[config.mk]
export PLATFORM = sky130hd
export DESIGN_NAME = execute_muldiv
export DESIGN_NICKNAME = d
export VERILOG_FILES = /design/src/rtl/execute_muldiv.sv
export SDC_FILE = /design/constraint.sdc
export NUM_CORES = 1
export LEC_CHECK = 0
export CAP_MARGIN = 20
export CORE_AREA = 10 10 276 278
export DETAILED_ROUTE_END_ITERATION = 12
export DIE_AREA = 0 0 286 288
export GPL_TIMING_DRIVEN = 0
export PLACE_DENSITY = 0.53
export SLEW_MARGIN = 20
export SYNTH_ARGS = -nofsm -noshare
export SYNTH_HDL_FRONTEND = slang
export SYNTH_SLANG_ARGS = --single-unit
export TNS_END_PERCENT = 100
[constraint.sdc]
create_clock -name clock -period 5.05 [get_ports clock]
set_input_delay 0.7575 -clock clock [delete_from_list [all_inputs] [get_ports clock]]
set_output_delay 0.7575 -clock clock [all_outputs]
set_load 0.05 [all_outputs]
[src/rtl/execute_muldiv.sv]
// Execute stage: single-cycle ALU ops plus an iterative shift-add multiplier and
// restoring divider that stall upstream for WIDTH+1 cycles.
module execute_muldiv #(
    parameter int WIDTH = 32,
    parameter int REGW  = 5
) (
    input  logic             clock,
    input  logic             reset,
    input  logic             id_ex_valid,
    input  logic [2:0]       id_ex_aluop,
    input  logic             id_ex_unsig,
    input  logic             id_ex_selimregb,
    input  logic [WIDTH-1:0] id_ex_rega,
    input  logic [WIDTH-1:0] id_ex_regb,
    input  logic [WIDTH-1:0] id_ex_imedext,
    input  logic             id_ex_readmem,
    input  logic             id_ex_writemem,
    input  logic             id_ex_selwsource,
    input  logic             id_ex_writereg,
    input  logic             id_ex_writeov,
    input  logic [REGW-1:0]  id_ex_regdest,
    input  logic             ex_flush,
    output logic             ex_if_stall,
    output logic             ex_mem_readmem,
    output logic             ex_mem_writemem,
    output logic             ex_mem_selwsource,
    output logic             ex_mem_writereg,
    output logic [REGW-1:0]  ex_mem_regdest,
    output logic [WIDTH-1:0] ex_mem_regb,
    output logic [WIDTH-1:0] ex_mem_wbvalue
);

    localparam int CW = $clog2(WIDTH + 1);
    localparam logic [WIDTH-1:0] MIN_VAL = {1'b1, {(WIDTH-1){1'b0}}};

    typedef enum logic [1:0] {IDLE, BUSY, DONE} state_t;

    state_t           state, state_next;
    logic [CW-1:0]    count;
    logic [WIDTH-1:0] work_hi, work_lo, operand_m;
    logic             op_div, op_unsig, res_neg, div_zero, div_ovf;

    logic [WIDTH-1:0] op_b, a_mag, b_mag, add_sum, sub_diff;
    logic             a_neg, b_neg, is_muldiv, accept, slt;
    logic [WIDTH-1:0] alu_value;
    logic             alu_ov;

    logic [WIDTH:0]     mul_sum, div_shift;
    logic [WIDTH-1:0]   div_sub, quotient, div_value;
    logic               div_ge, mul_ov, div_ov;
    logic [2*WIDTH-1:0] prod_mag, prod_signed;

    logic             complete, fin_ov;
    logic [WIDTH-1:0] fin_value;

    assign op_b      = id_ex_selimregb ? id_ex_imedext : id_ex_regb;
    assign is_muldiv = (id_ex_aluop[2:1] == 2'b11);
    assign accept    = (state == IDLE) && id_ex_valid && is_muldiv && !ex_flush;

    assign a_neg = !id_ex_unsig && id_ex_rega[WIDTH-1];
    assign b_neg = !id_ex_unsig && op_b[WIDTH-1];
    assign a_mag = a_neg ? -id_ex_rega : id_ex_rega;
    assign b_mag = b_neg ? -op_b : op_b;

    assign add_sum  = id_ex_rega + op_b;
    assign sub_diff = id_ex_rega - op_b;
    assign slt      = id_ex_unsig ? (id_ex_rega < op_b)
                                  : ($signed(id_ex_rega) < $signed(op_b));

    always_comb begin
        alu_value = '0;
        alu_ov    = 1'b0;
        case (id_ex_aluop)
            3'b000: begin
                alu_value = add_sum;
                alu_ov    = !id_ex_unsig && (id_ex_rega[WIDTH-1] == op_b[WIDTH-1])
                            && (add_sum[WIDTH-1] != id_ex_rega[WIDTH-1]);
            end
            3'b001: begin
                alu_value = sub_diff;
                alu_ov    = !id_ex_unsig && (id_ex_rega[WIDTH-1] != op_b[WIDTH-1])
                            && (sub_diff[WIDTH-1] != id_ex_rega[WIDTH-1]);
            end
            3'b010:  alu_value = id_ex_rega & op_b;
            3'b011:  alu_value = id_ex_rega | op_b;
            3'b100:  alu_value = id_ex_rega ^ op_b;
            3'b101:  alu_value = {{(WIDTH-1){1'b0}}, slt};
            default: alu_value = '0;
        endcase
    end

    // One iteration step: work_hi is the partial product / remainder, work_lo the
    // multiplier / dividend being shifted out while the quotient shifts in.
    assign mul_sum   = {1'b0, work_hi} + (work_lo[0] ? {1'b0, operand_m} : '0);
    assign div_shift = {work_hi, work_lo[WIDTH-1]};
    assign div_ge    = (div_shift >= {1'b0, operand_m});
    assign div_sub   = div_shift[WIDTH-1:0] - operand_m;

    assign prod_mag    = {work_hi, work_lo};
    assign prod_signed = res_neg ? -prod_mag : prod_mag;
    assign mul_ov      = op_unsig ? (|prod_signed[2*WIDTH-1:WIDTH])
                                  : (prod_signed[2*WIDTH-1:WIDTH] != {WIDTH{prod_signed[WIDTH-1]}});
    assign quotient    = res_neg ? -work_lo : work_lo;
    assign div_value   = div_zero ? '1 : quotient;
    assign div_ov      = div_zero || div_ovf;

    always_ff @(posedge clock or negedge reset) begin
        if (!reset) begin
            state <= IDLE;
        end else begin
            state <= state_next;
        end
    end

    always_comb begin
        state_next = state;
        if (ex_flush) begin
            state_next = IDLE;
        end else begin
            case (state)
                IDLE:    if (accept) state_next = BUSY;
                BUSY:    if (count == CW'(1)) state_next = DONE;
                DONE:    state_next = IDLE;
                default: state_next = IDLE;
            endcase
        end
    end

    always_comb begin
        ex_if_stall = reset && (accept || ((state == BUSY) && !ex_flush));
    end

    always_ff @(posedge clock or negedge reset) begin
        if (!reset) begin
            count     <= '0;
            work_hi   <= '0;
            work_lo   <= '0;
            operand_m <= '0;
            op_div    <= 1'b0;
            op_unsig  <= 1'b0;
            res_neg   <= 1'b0;
            div_zero  <= 1'b0;
            div_ovf   <= 1'b0;
        end else if (ex_flush) begin
            count <= '0;
        end else if (accept) begin
            count     <= CW'(WIDTH);
            op_div    <= id_ex_aluop[0];
            op_unsig  <= id_ex_unsig;
            res_neg   <= a_neg ^ b_neg;
            div_zero  <= (op_b == '0);
            div_ovf   <= !id_ex_unsig && (id_ex_rega == MIN_VAL) && (op_b == '1);
            work_hi   <= '0;
            work_lo   <= id_ex_aluop[0] ? a_mag : b_mag;
            operand_m <= id_ex_aluop[0] ? b_mag : a_mag;
        end else if (state == BUSY) begin
            count <= count - CW'(1);
            if (op_div) begin
                work_hi <= div_ge ? div_sub : div_shift[WIDTH-1:0];
                work_lo <= {work_lo[WIDTH-2:0], div_ge};
            end else begin
                work_hi <= mul_sum[WIDTH:1];
                work_lo <= {mul_sum[0], work_lo[WIDTH-1:1]};
            end
        end
    end

    // Flush always wins; otherwise DONE or a valid single-cycle op writes the
    // pipeline register and everything else becomes a bubble.
    always_comb begin
        complete  = 1'b0;
        fin_value = alu_value;
        fin_ov    = alu_ov;
        if (ex_flush) begin
            complete = 1'b0;
        end else if (state == DONE) begin
            complete  = 1'b1;
            fin_value = op_div ? div_value : prod_signed[WIDTH-1:0];
            fin_ov    = op_div ? div_ov : mul_ov;
        end else if ((state == IDLE) && id_ex_valid && !is_muldiv) begin
            complete = 1'b1;
        end
    end

    always_ff @(posedge clock or negedge reset) begin
        if (!reset) begin
            ex_mem_readmem    <= 1'b0;
            ex_mem_writemem   <= 1'b0;
            ex_mem_selwsource <= 1'b0;
            ex_mem_writereg   <= 1'b0;
            ex_mem_regdest    <= '0;
            ex_mem_regb       <= '0;
            ex_mem_wbvalue    <= '0;
        end else if (complete) begin
            ex_mem_readmem    <= id_ex_readmem;
            ex_mem_writemem   <= id_ex_writemem;
            ex_mem_selwsource <= id_ex_selwsource;
            ex_mem_writereg   <= id_ex_writereg && (!fin_ov || id_ex_writeov);
            ex_mem_regdest    <= id_ex_regdest;
            ex_mem_regb       <= id_ex_regb;
            ex_mem_wbvalue    <= fin_value;
        end else begin
            ex_mem_readmem    <= 1'b0;
            ex_mem_writemem   <= 1'b0;
            ex_mem_selwsource <= 1'b0;
            ex_mem_writereg   <= 1'b0;
        end
    end

endmodule

==> impl_results.md <==
* Post-layout min period at 4.915 ns
* Crit start category: primary input
* Syn Nets at 2881
* Fin. max-slew vios at 0
* Worst Setup End Kind: flip-flop
* Initial Util at 28.56%
* Num CTS Buffers at 17
* Most used DFF post-synth: dfrtp_1
* Total power at 0.01029 W
* Wire length per cell after detailed routing at 25.24 um
* Clock skew at 0.02154 ns
* First-pass GRT wire length at 138300 um
* Most common cell in the synthesized netlist: a21oi_1
* Cts hold-fix bufs at 0
* CTS tree: built
* Crit share post-route at 97.32%
* Port bufs at 185
* Clk Latency, worst-skew pair at 0.54 ns
* Sink Count at 182
* FF-to-FF Start: work_lo[0]$_DFFE_PN0P_
* Diodes inserted at 0
* Initial antenna violation count at 2
* Routability cong. at 0.9643
* FF-to-FF path depth at 14
* RR Endpoint: ex_mem_writereg$_DFF_PN0_
* IO Pins at 189
* Root buf cell: clkbuf_16
* Post-Place Setup Slack at -1.980 ns
* Post-synth top cells: 217 x a21oi_1, 205 x nor2_1, 182 x dfrtp_1, 180 x nand2_1, 176 x o21ai_0
* Outcome: complete, no violations
* Num rows at 98
* Vias per cell at 5.720
* Critical Path Fanout Max at 10
* Fin nets at 3091
* Pwr Density at 422.4 nW/um2
* Post-synth top area share at 22.50%
* Die height at 288 um
* Least-Margin Pin Slew at 1.200 ns
* Vias at 21540
* Die ar. at 82370 um2
* Crit path arrival time at 5.35 ns
* Max VDD drop at 0.3069 mV
* Final Hold Fails at 0
* Cells after Synth at 2593
* Critical Path RT at 5.48 ns
* # fillers at 7681
* Detail Placement HPWL at 75050 um
* Largest net degree at the start of global routing at 68
* Routed Antenna Nets at 0
* DRT Pass-1 Iters at 6
* Non-Filler Instances at 3765
* Routed wire length at 95020 um
* DRC errors left at 0
* P&R area growth vs syn at 20.39%
* Worst-path clk slew at 0.09 ns
* Max Clock Freq at 203.5 MHz
* Async SR Flop Fraction at 100.0%
* MaxCap Viol Count at 0
* Post-synth top area cell: dfrtp_1
* RSZ-0062 raised after global routing: no
* Setup crit start: id_ex_selimregb
* Overall Global Routing Usage at 22.35%
* Vias in the first global route at 20760
* Max Buffers Root-to-Sink at 2
* Dpl cells at 3730
* Final setup vio count at 0
* Leakage at 9.915 nW
* Slack of the critical path at 0.1352 ns
* Die width at 286 um
* Core ar. at 70870 um2
* H-tree levels at 4
* Yosys cell types at 84
* DRT iter0 DRCs at 2411
* Layout cells sized above 1 at 5.790%
* Synth area leaders: dfrtp_1 23%, ha_1 10%, xnor2_1 5.6%, a21oi_1 5.4%, o21ai_0 4.4%
* R2R setup slack at 0.33 ns
* Min-delay worst type: in -> async
* Ys Warns at 0
* Grt ovf at 0
* Mapped Area at 20240 um2
* Slew HR at 20.00%
* Post-synthesis sequential area ratio at 22.50%
* #FFs+latches synth at 182
* Post-synth EDFFs at 0
* Worst setup path class: in -> reg
* Mean Syn Cell Area at 7.805 um2
[per-stage QoR]
step | instance area (um2) | hold WS (ns) | util, % | setup TNS, ns
finish | 24370 | 0.1393 | 34.38 | 0
global placement | 23290 | 0.4678 | 32.86 | -1105.57
global route | 24370 | 0.1766 | 34.38 | 0
CTS | 24220 | 0.1568 | 34.17 | 0
floorplan | 20250 | 0.4498 | - | 0
detailed placement | 23360 | 0.4729 | 32.96 | -31.77
[worst max-delay path: stages]
cell      delay (ns)
buf_4           0.21
buf_2           0.40
mux2i_1         0.62
ha_1            0.43
nor3_2          0.40
nand2_1         0.21
a211oi_4        0.39
o41ai_2         0.15
a211oi_1        0.47
nor3_2          0.12
nor2_1          0.26
a211o_1         0.24
xnor2_1         0.08
a221o_1         0.30
a221o_1         0.29
[kinds of logic (layout without fill, tap and decap cells)]
| logic type | count (synthesis) | in the layout | share of synthesized area [%] |
|---|---|---|---|
| xor+xnor | 207 | 207 | 8.995 |
| buf+inv | 323 | 545 | 6.102 |
| simple gates | 757 | 757 | 18.23 |
| compound gates | 843 | 843 | 27.75 |
| mux | 108 | 108 | 5.576 |
| fa+ha+maj | 173 | 173 | 10.84 |
| flops | 182 | 182 | 22.50 |
[worst max path at each step]
| stage | slack, ns | end | depth (start not counted) |
|---|---|---|---|
| floorplan | 0.003 | ex_mem_wbvalue[30]$_DFFE_PN0P_ | 18 |
| global placement | -5.91 | operand_m[12]$_DFFE_PN0P_ | 1 |
| detailed placement | -1.98 | ex_mem_wbvalue[30]$_DFFE_PN0P_ | 17 |
| CTS | 0.08 | ex_mem_writereg$_DFF_PN0_ | 14 |
| global route | 0.02 | ex_mem_wbvalue[30]$_DFFE_PN0P_ | 17 |
| finish | 0.14 | ex_mem_wbvalue[30]$_DFFE_PN0P_ | 15 |
[routing by layer]
layer,GRT usage (%),share of wire (%)
met3,3.966,6.7
met2,36.41,46
met1,28.76,43
met4,9.251,4.3
met5,0,0.0095
[power by group]
part	total [W]	leakage, nW	switching (W)	internal (W)
Clock	0.00157	0.305	0.000752	0.000814
Combinational	0.00639	7.31	0.00404	0.00235
Sequential	0.00234	2.30	0.000494	0.00184
[layout make-up]
class                           count  area, um2  share of cell area (%)
Buffer                            173      705.7                   2.896
Clock buffer                       20      456.7                   1.874
Clock inverter                     11      161.4                  0.6624
Inverter                          147      551.8                   2.264
Multi-Input combinational cell   2088      14780                   60.67
Sequential cell                   182       4554                   18.69
Tap cell                          950       1189                   4.878
Timing Repair Buffer              194       1964                   8.062
[registers in the layout, indices dropped and copies added, names as in the netlist, 2 cells and up]
register and count:
ex_mem_regb 32, work_hi 32, operand_m 32, ex_mem_wbvalue 32, ex_mem_regdest 5, state 2, count 6, work_lo 32
[what timing repair did]
action	in CTS	in global routing
setup endpoints to repair	25	12
pin swaps	1	1
setup buffers	4	3
gates resized for setup	40	23
[layout by cell type (no fill, tap or decap), types with 129 or more instances in the layout]
| cell type | netlist | routed |
|---|---|---|
| clkdlybuf4s50_1 | 0 | 184 |
| o21ai_0 | 176 | 175 |
| clkbuf_1 | 147 | 143 |
| dfrtp_1 | 182 | 182 |
| a21oi_1 | 217 | 216 |
| nand2_1 | 180 | 180 |
| nor2_1 | 205 | 204 |
| xnor2_1 | 129 | 129 |
| ha_1 | 169 | 167 |
| inv_1 | 145 | 145 |
(Power assumes the default switching activity.)
